[config.mk]
export PLATFORM = sky130hd
export DESIGN_NAME = neopixel_receiver
export DESIGN_NICKNAME = d
export VERILOG_FILES = /design/src/rtl/neopixel_pkg.sv /design/src/rtl/neopixel_rx_sync.sv /design/src/rtl/neopixel_receiver.sv
export SDC_FILE = /design/constraint.sdc
export NUM_CORES = 1
export LEC_CHECK = 0
export ABC_AREA = 1
export CAP_MARGIN = 15
export CORE_MARGIN = 8
export CORE_UTILIZATION = 45
export DETAILED_ROUTE_END_ITERATION = 10
export GPL_TIMING_DRIVEN = 0
export PLACE_DENSITY = 0.68
export SLEW_MARGIN = 20
export SYNTH_ARGS = -nofsm -noshare
export SYNTH_HDL_FRONTEND = slang
export SYNTH_SLANG_ARGS = --single-unit
export TNS_END_PERCENT = 100
[constraint.sdc]
create_clock -name i_clk -period 1.6 [get_ports i_clk]
set_input_delay 0.16 -clock i_clk [delete_from_list [all_inputs] [get_ports i_clk]]
set_output_delay 0.16 -clock i_clk [all_outputs]
set_load 0.02 [all_outputs]
[src/rtl/neopixel_pkg.sv]
// Shared WS2812 constants and receiver state type.
package neopixel_pkg;

    localparam int unsigned PIXEL_W   = 24;
    localparam int unsigned BIT_CNT_W = 5;
    localparam int unsigned CNT_W     = 16;

    // Pulse timing in cycles at 27 MHz, shared with the transmit driver
    localparam int unsigned T_THRESH_DEF   = 16;
    localparam int unsigned T_MAX_HIGH_DEF = 54;
    localparam int unsigned T_RESET_DEF    = 1350;

    typedef enum logic [1:0] {
        SYNC = 2'd0,
        IDLE = 2'd1,
        HIGH = 2'd2,
        LOW  = 2'd3
    } rx_state_e;

endpackage

[src/rtl/neopixel_rx_sync.sv]
// Two-flop synchronizer for the raw data line plus a registered edge detector.
module neopixel_rx_sync (
    input  logic i_clk,
    input  logic i_reset,
    input  logic i_din,
    output logic o_level,
    output logic o_rise,
    output logic o_fall
);

    logic meta_q;
    logic sync_q;

    // Synchronize, then register level and edge pulses together so they stay aligned
    always_ff @(posedge i_clk) begin
        if (i_reset) begin
            meta_q  <= 1'b0;
            sync_q  <= 1'b0;
            o_level <= 1'b0;
            o_rise  <= 1'b0;
            o_fall  <= 1'b0;
        end else begin
            meta_q  <= i_din;
            sync_q  <= meta_q;
            o_level <= sync_q;
            o_rise  <= sync_q & ~o_level;
            o_fall  <= ~sync_q & o_level;
        end
    end

endmodule

[src/rtl/neopixel_receiver.sv]
// WS2812 line decoder: classifies bits by high time, assembles GRB pixels and
// writes them sequentially into a pixel buffer, one frame per latch gap.
module neopixel_receiver
    import neopixel_pkg::*;
#(
    parameter int unsigned T_THRESH   = T_THRESH_DEF,
    parameter int unsigned T_MAX_HIGH = T_MAX_HIGH_DEF,
    parameter int unsigned T_RESET    = T_RESET_DEF,
    parameter int unsigned ADDR_W     = 8
) (
    input  logic               i_clk,
    input  logic               i_reset,
    input  logic               i_din,
    output logic               o_wr_en,
    output logic [ADDR_W-1:0]  o_wr_addr,
    output logic [PIXEL_W-1:0] o_wr_data,
    output logic               o_frame_done,
    output logic [ADDR_W:0]    o_pixel_count,
    output logic               o_err
);

    localparam int unsigned IDX_W = ADDR_W + 1;

    // cnt_q clears on the registered edge pulse, so it lags the elapsed time by one
    localparam logic [CNT_W-1:0]     THRESH_M1   = CNT_W'(T_THRESH - 1);
    localparam logic [CNT_W-1:0]     MAX_HIGH_M1 = CNT_W'(T_MAX_HIGH - 1);
    localparam logic [CNT_W-1:0]     RESET_M1    = CNT_W'(T_RESET - 1);
    localparam logic [BIT_CNT_W-1:0] LAST_BIT    = BIT_CNT_W'(PIXEL_W - 1);
    localparam logic [IDX_W-1:0]     PIX_MAX     = IDX_W'(1 << ADDR_W);

    logic line_level;
    logic line_rise;
    logic line_fall;

    rx_state_e state_q;
    rx_state_e state_d;

    logic [CNT_W-1:0]     cnt_q;
    logic [PIXEL_W-2:0]   shift_q;
    logic [PIXEL_W-2:0]   shift_d;
    logic [BIT_CNT_W-1:0] bit_cnt_q;
    logic [BIT_CNT_W-1:0] bit_cnt_d;
    logic [IDX_W-1:0]     pix_idx_q;
    logic [IDX_W-1:0]     pix_idx_d;

    logic               wr_en_d;
    logic [ADDR_W-1:0]  wr_addr_d;
    logic [PIXEL_W-1:0] wr_data_d;
    logic               frame_done_d;
    logic [ADDR_W:0]    pixel_count_d;
    logic               err_d;

    logic bit_c;
    logic stuck_c;
    logic gap_c;

    neopixel_rx_sync u_sync (
        .i_clk   (i_clk),
        .i_reset (i_reset),
        .i_din   (i_din),
        .o_level (line_level),
        .o_rise  (line_rise),
        .o_fall  (line_fall)
    );

    assign bit_c   = (cnt_q >= THRESH_M1);
    assign stuck_c = (cnt_q >= MAX_HIGH_M1);
    assign gap_c   = (cnt_q >= RESET_M1);

    // Pulse-width counter: restarts on every edge, saturates at all-ones
    always_ff @(posedge i_clk) begin
        if (i_reset) begin
            cnt_q <= '0;
        end else if (line_rise || line_fall) begin
            cnt_q <= '0;
        end else if (cnt_q != '1) begin
            cnt_q <= cnt_q + CNT_W'(1);
        end
    end

    // State register
    always_ff @(posedge i_clk) begin
        if (i_reset) begin
            state_q <= SYNC;
        end else begin
            state_q <= state_d;
        end
    end

    // Next-state logic; in LOW a new bit wins over a coincident gap timeout
    always_comb begin
        state_d = state_q;
        case (state_q)
            SYNC: if (!line_level && gap_c) state_d = IDLE;
            IDLE: if (line_rise) state_d = HIGH;
            HIGH: begin
                if (stuck_c) begin
                    state_d = SYNC;
                end else if (line_fall) begin
                    state_d = LOW;
                end
            end
            LOW: begin
                if (line_rise) begin
                    state_d = HIGH;
                end else if (gap_c) begin
                    state_d = IDLE;
                end
            end
            default: state_d = SYNC;
        endcase
    end

    // Datapath and next output values: bit shift, pixel write/drop, frame end, errors
    always_comb begin
        shift_d       = shift_q;
        bit_cnt_d     = bit_cnt_q;
        pix_idx_d     = pix_idx_q;
        wr_en_d       = 1'b0;
        wr_addr_d     = o_wr_addr;
        wr_data_d     = o_wr_data;
        frame_done_d  = 1'b0;
        pixel_count_d = o_pixel_count;
        err_d         = 1'b0;
        case (state_q)
            HIGH: begin
                if (stuck_c) begin
                    err_d     = 1'b1;
                    shift_d   = '0;
                    bit_cnt_d = '0;
                    pix_idx_d = '0;
                end else if (line_fall) begin
                    shift_d = {shift_q[PIXEL_W-3:0], bit_c};
                    if (bit_cnt_q == LAST_BIT) begin
                        bit_cnt_d = '0;
                        if (pix_idx_q == PIX_MAX) begin
                            err_d = 1'b1;
                        end else begin
                            wr_en_d   = 1'b1;
                            wr_addr_d = pix_idx_q[ADDR_W-1:0];
                            wr_data_d = {shift_q, bit_c};
                            pix_idx_d = pix_idx_q + IDX_W'(1);
                        end
                    end else begin
                        bit_cnt_d = bit_cnt_q + BIT_CNT_W'(1);
                    end
                end
            end
            LOW: begin
                if (!line_rise && gap_c) begin
                    frame_done_d  = 1'b1;
                    pixel_count_d = pix_idx_q;
                    err_d         = (bit_cnt_q != '0);
                    wr_addr_d     = '0;
                    pix_idx_d     = '0;
                    bit_cnt_d     = '0;
                    shift_d       = '0;
                end
            end
            default: ;
        endcase
    end

    // Datapath and output registers
    always_ff @(posedge i_clk) begin
        if (i_reset) begin
            shift_q       <= '0;
            bit_cnt_q     <= '0;
            pix_idx_q     <= '0;
            o_wr_en       <= 1'b0;
            o_wr_addr     <= '0;
            o_wr_data     <= '0;
            o_frame_done  <= 1'b0;
            o_pixel_count <= '0;
            o_err         <= 1'b0;
        end else begin
            shift_q       <= shift_d;
            bit_cnt_q     <= bit_cnt_d;
            pix_idx_q     <= pix_idx_d;
            o_wr_en       <= wr_en_d;
            o_wr_addr     <= wr_addr_d;
            o_wr_data     <= wr_data_d;
            o_frame_done  <= frame_done_d;
            o_pixel_count <= pixel_count_d;
            o_err         <= err_d;
        end
    end

endmodule

==> impl_metrics.json, run 1 <==
{
  "root_buffer": "clkbuf_8",
  "status": "complete, but fails checks",
  "clockBufferDepth": 2,
  "place_inst": 827,
  "fin_cells": 887,
  "synth_edf_count": 0,
  "report.final.hold_viol_count": 0,
  "hold_path_depth": 2,
  "mappedNetlistNets": 656,
  "synthAdderAreaFrac_pct": 1.88,
  "ant_nets": 0,
  "start_util_pct": 45.6,
  "slew-limit-headroom_pct": 46.5,
  "crit_type": "register to register",
  "worst_slack_ns": -0.237,
  "final_util_pct": 63.7,
  "avgSynthCellArea_um2": 7.20,
  "yosysSeqAreaShare_pct": 44.8,
  "min_period_ns": 1.84,
  "antenna_found_initial": 0,
  "synthesis.area_um2": 4650,
  "finalSetupViolCount": 89,
  "synth-seq-cells": 104,
  "fin_crit_sh_pct": 115,
  "nets": 756,
  "clock_sinks": 104,
  "startpoint_type": "register",
  "synth_compound_area_share_pct": 12.7,
  "placed_cell_area_um2": 5270,
  "dp_hpwl_mm": 8.12,
  "cts_max_level": 3,
  "maxCapViolCount": 0,
  "dieArea_um2": 13800,
  "cp.required_ns": 1.84,
  "num_vias": 4767,
  "yosys_warnings": 0,
  "ios": 47,
  "drc": 0,
  "vias_per_cell": 5.37,
  "place_congestion": 0.935,
  "drt-pass1-iter-count": 6,
  "avgRoutedWirePerCell_um": 15.4,
  "grt_use_total_pct": 17.8,
  "grt_pass1_wl_mm": 20.9,
  "finalClockSkew_ns": 0.0209,
  "grt_overflow": 0,
  "drv_slew": 0,
  "cts_tree": "yes",
  "wirelength_mm": 13.7,
  "clk_latency_ns": 0.38,
  "reg2regPathDepth": 11,
  "drt_iter0_markers": 360,
  "power.leakage_nw": 2.63,
  "grt_pass1_vias": 4396,
  "worstSetupEndpointType": "register",
  "rsz0062_at_grt": "true",
  "tightest_slew_ns": 0.803,
  "layout_commonest_cell": "nor2_1",
  "cp_data_arrival_time_ns": 2.08,
  "power_density_nw_per_um2": 694,
  "tns_ns": -12.82,
  "synthSimpleGateAreaFrac_pct": 29.4,
  "synth_xor_area_share_pct": 1.88,
  "antenna_cells": 0,
  "synthMuxAreaShare_pct": 0,
  "die_w_um": 118,
  "num_rows": 37,
  "synth_top_family_by_area": "simple AND/OR/NAND/NOR gates",
  "core_area_um2": 10200,
  "ys_types": 34,
  "max-vdd-ir-drop_uv": 411,
  "drive_above_1_share_pct": 33.0,
  "max_freq_mhz": 544,
  "io_buffers": 45,
  "hold_path.class": "input pin to register",
  "grt_max_degree": 20,
  "ctsHoldBuffers": 0,
  "postLayoutCellArea_um2": 6480,
  "synthCells": 646,
  "final_cell_mix": "104 x nor2_1, 94 x dfxtp_1, 81 x nand2_1",
  "chipHeight_um": 118,
  "syn_to_final_growth_pct": 39.5,
  "clk_pin_slew_ns": 0.10,
  "failed_checks": "setup timing",
  "synth_flop_cell": "dfxtp_1",
  "cts_buffers": 9,
  "async_flop_share_pct": 0,
  "path_max_fanout": 7
}
[cell usage after synthesis, drive strengths merged, types with 5 or more instances]
cell,instances,share of area [%]
dfxtp,104,45
nand3,36,4.2
nor3,11,1.4
clkbuf,8,0.65
xor2,8,1.5
nand2,112,9.4
ha,7,1.9
a31oi,5,0.67
nand4,30,4.0
buf,24,3.2
a21oi,53,5.7
o21ai,49,5.3
inv,66,5.3
nor2,121,9.9
[final timing paths]
check                                 from  slack, ns                       end
setup / recovery     cnt_q[4]$_SDFFE_PP0P_      -0.24   shift_q[0]$_SDFFE_PP0P_
hold / removal                     i_reset       0.06  u_sync.o_fall$_SDFF_PP0_
setup reg to reg     cnt_q[4]$_SDFFE_PP0P_      -0.24   shift_q[0]$_SDFFE_PP0P_
hold reg to reg   u_sync.meta_q$_SDFF_PP0_       0.41  u_sync.sync_q$_SDFF_PP0_
[sequential cells by signal, summed over array words and instances, names as in the netlist, 2 cells and up]
register,count
pix_idx_q,9
bit_cnt_q,5
o_wr_addr,8
shift_q,23
cnt_q,16
state_q,2
o_pixel_count,9
o_wr_data,24
[kinds of logic (layout without fill, tap and decap cells)]
family	after synthesis	in the layout
fa+ha+maj	7	7
buf+inv	100	205
xor+xnor	10	10
compound gates	112	112
simple gates	313	313
flops	104	104
[where the power goes]
group,internal [W],leakage [nW],switching [W]
Clock,0.000645,0.101,0.000983
Combinational,0.0000824,1.69,0.000161
Sequential,0.00261,0.844,0.0000215
Total,0.00333,2.63,0.00117
[area by class of cell]
| cell class | count | area [um2] |
|---|---|---|
| Tap cell | 136 | 170 |
| Inverter | 68 | 267 |
| Clock inverter | 6 | 60.1 |
| Multi-Input combinational cell | 442 | 2650 |
| Buffer | 31 | 256 |
| Timing Repair Buffer | 90 | 842 |
| Clock buffer | 10 | 138 |
| Fill cell | 873 | 3700 |
| Sequential cell | 104 | 2100 |
[through the flow]
step	hold slack (ns)	power (W)	worst slack, ns
after global routing	0.0674	0.00466	-0.304
after CTS	0.0520	0.00449	-0.166
after floorplan	0.267	0.00280	0.0166
after detailed placement	0.395	0.00285	-0.444
after global placement	0.395	0.00284	-0.372
final	0.0551	0.00450	-0.237
[per-layer routing]
layer	GRT usage [%]	wire length [um]
met1	22.4	5650
met2	29.5	6630
met3	3.84	1070
met4	6.00	348
met5	0	0
[worst max-delay path, stage by stage, from the launching register on]
cell     delay (ns)
dfxtp_1        0.44
nand2_1        0.16
nor2_1         0.17
nand2_2        0.10
nand4_1        0.11
nand2_1        0.09
inv_4          0.14
nand2_4        0.09
buf_6          0.14
buf_4          0.14
nand2_1        0.05
a21oi_1        0.06
[timing repair]
item / in CTS / in global routing
setup endpoints to repair: 96 / 99
pin swaps: 44 / 43
gates cloned: 9 / 1
resized for setup: 142 / 115
buffers inserted: 22 / 13
No activity file was read; power rests on OpenSTA's default activity.
==> run 2: changes to the inputs <==
CORE_UTILIZATION = 51   (was 45)
PLACE_DENSITY = 0.76   (was 0.68)
==> run 2 against run 1 <==
Critical path type unchanged. Sequential cell count did not move. Via count grew 8.5%. Largest power group unchanged. The run still ends with setup timing left. Total power up 1.3%.
==> impl_metrics.json, run 2 (same netlist as run 1, synthesis figures left out) <==
{
  "vias_per_cell": 5.88,
  "min_period_ns": 1.99,
  "wirelength_mm": 16.6,
  "fill_cells": 571,
  "clk_pin_slew_ns": 0.12,
  "largest_reg_flops": 24,
  "cp_data_arrival_time_ns": 2.32,
  "ios": 47,
  "start_util_pct": 51.5,
  "num_vias": 5172,
  "core_area_um2": 9020,
  "slew-limit-headroom_pct": 46.8,
  "grt_overflow": 0,
  "final_util_pct": 76.0,
  "antenna_cells": 0,
  "grt_pass1_wl_mm": 22.0,
  "hold_path.class": "input pin to register",
  "drv_slew": 0,
  "clock_sinks": 104,
  "finalClockSkew_ns": 0.0193,
  "dieArea_um2": 12400,
  "path_max_fanout": 8,
  "drc": 0,
  "worstSetupEndpointType": "register",
  "cts_buffers": 9,
  "cts_tree": "yes",
  "failed_checks": "setup timing",
  "rsz0062_at_grt": "true",
  "status": "complete, but fails checks",
  "finalSetupViolCount": 88,
  "max_freq_mhz": 503,
  "grt_use_total_pct": 20.9,
  "num_rows": 35,
  "regMostFlops": "o_wr_data",
  "clockBufferDepth": 2,
  "chipHeight_um": 111,
  "startpoint_type": "register",
  "layout_commonest_cell": "nor2_1",
  "nets": 774,
  "dp_hpwl_mm": 8.00,
  "antenna_found_initial": 0,
  "max-vdd-ir-drop_uv": 467,
  "root_buffer": "clkbuf_8",
  "grt_max_degree": 20,
  "report.final.hold_viol_count": 0,
  "worst_slack_ns": -0.386,
  "power_density_nw_per_um2": 665,
  "cp.required_ns": 1.93,
  "power.leakage_nw": 2.76,
  "clk_latency_ns": 0.40,
  "die_w_um": 111,
  "tightest_slew_ns": 0.798,
  "avgRoutedWirePerCell_um": 18.8,
  "grt_pass1_vias": 4695,
  "drt_iter0_markers": 498,
  "ant_nets": 0,
  "crit_type": "register to register",
  "top_regs": "o_wr_data: 24 flops, shift_q: 23 flops, cnt_q: 16 flops",
  "maxCapViolCount": 0,
  "drive_above_1_share_pct": 36.0,
  "place_congestion": 0.891,
  "io_buffers": 45,
  "place_inst": 802,
  "final_cell_mix": "106 x nor2_1, 91 x dfxtp_1, 72 x nand2_1",
  "fin_cells": 880,
  "fin_crit_sh_pct": 124,
  "syn_to_final_growth_pct": 47.5,
  "cts_max_level": 3,
  "ctsHoldBuffers": 0,
  "drt-pass1-iter-count": 8
}
==> run 2: cell types whose count changed in the layout (fill, tap and decap cells not counted), sizes merged <==
cell / change
buf: +17
clkdlybuf4s50: +1
clkinv: -1
clkinvlp: +1
dlymetal6s2s: -1
inv: +1
==> run 2: critical path, stage by stage (launching register included) <==
cell and delay (ns):
dfxtp_2 0.39, ha_4 0.16, nand2_4 0.07, inv_4 0.07, nand3_4 0.07, nand3b_1 0.28, nor3_4 0.30, buf_6 0.21
buf_6 0.15, o21ai_2 0.05, nor2_1 0.17
==> run 2: routing by layer <==
layer	routed length, um	up-vias	global-route usage (%)
met1	6170	2427	24.2
li1	-	2342	-
met5	0	-	0
met2	8120	309	35.4
met3	1450	94	5.16
met4	831	0	10.1
==> run 2: final timing paths <==
check | cells after the start | from | endpoint | slack, ns
setup / recovery | 10 | bit_cnt_q[0]$_SDFFE_PP0P_ | o_wr_data[14]$_SDFFE_PP0P_ | -0.39
hold / removal | 2 | i_reset | u_sync.o_fall$_SDFF_PP0_ | 0.06
setup reg to reg | 10 | bit_cnt_q[0]$_SDFFE_PP0P_ | o_wr_data[14]$_SDFFE_PP0P_ | -0.39
hold reg to reg | 2 | u_sync.meta_q$_SDFF_PP0_ | u_sync.sync_q$_SDFF_PP0_ | 0.42
==> run 2: where the power goes <==
group | internal (W) | total [W] | switching, W
clock network | 0.000610 | 0.00163 | 0.00102
registers | 0.00260 | 0.00263 | 0.0000220
logic | 0.000112 | 0.000303 | 0.000191
total | 0.00333 | 0.00456 | 0.00123
==> run 2: cell type report <==
class / instances / area (um2) / share of cell area (%)
Clock inverter: 6 / 57.6 / 0.840
Sequential cell: 104 / 2110 / 30.8
Tap cell: 111 / 139 / 2.03
Timing Repair Buffer: 108 / 1070 / 15.7
Clock buffer: 10 / 128 / 1.86
Buffer: 30 / 262 / 3.81
Inverter: 68 / 285 / 4.16
Timing Repair inverter: 1 / 7.51 / 0.110
Multi-Input combinational cell: 442 / 2790 / 40.8
==> run 2: through the flow <==
step                      area (um2)  setup TNS, ns  power [W]  hold WS, ns  setup slack, ns
after floorplan                 4650              0    0.00280        0.267           0.0166
after global placement          5240         -14.97    0.00284        0.393           -0.355
after global routing            6860         -26.65    0.00470       0.0644           -0.422
final                           6860         -18.31    0.00456       0.0553           -0.386
after detailed placement        5240         -18.16    0.00285        0.398           -0.395
after CTS                       6060          -7.95    0.00446       0.0441           -0.171
==> run 2: what timing repair did <==
item	4_1_cts	5_1_grt
pin swaps	27	63
setup endpoints to repair	96	97
cloned	8	4
resized for setup	143	177
setup buffers	33	20
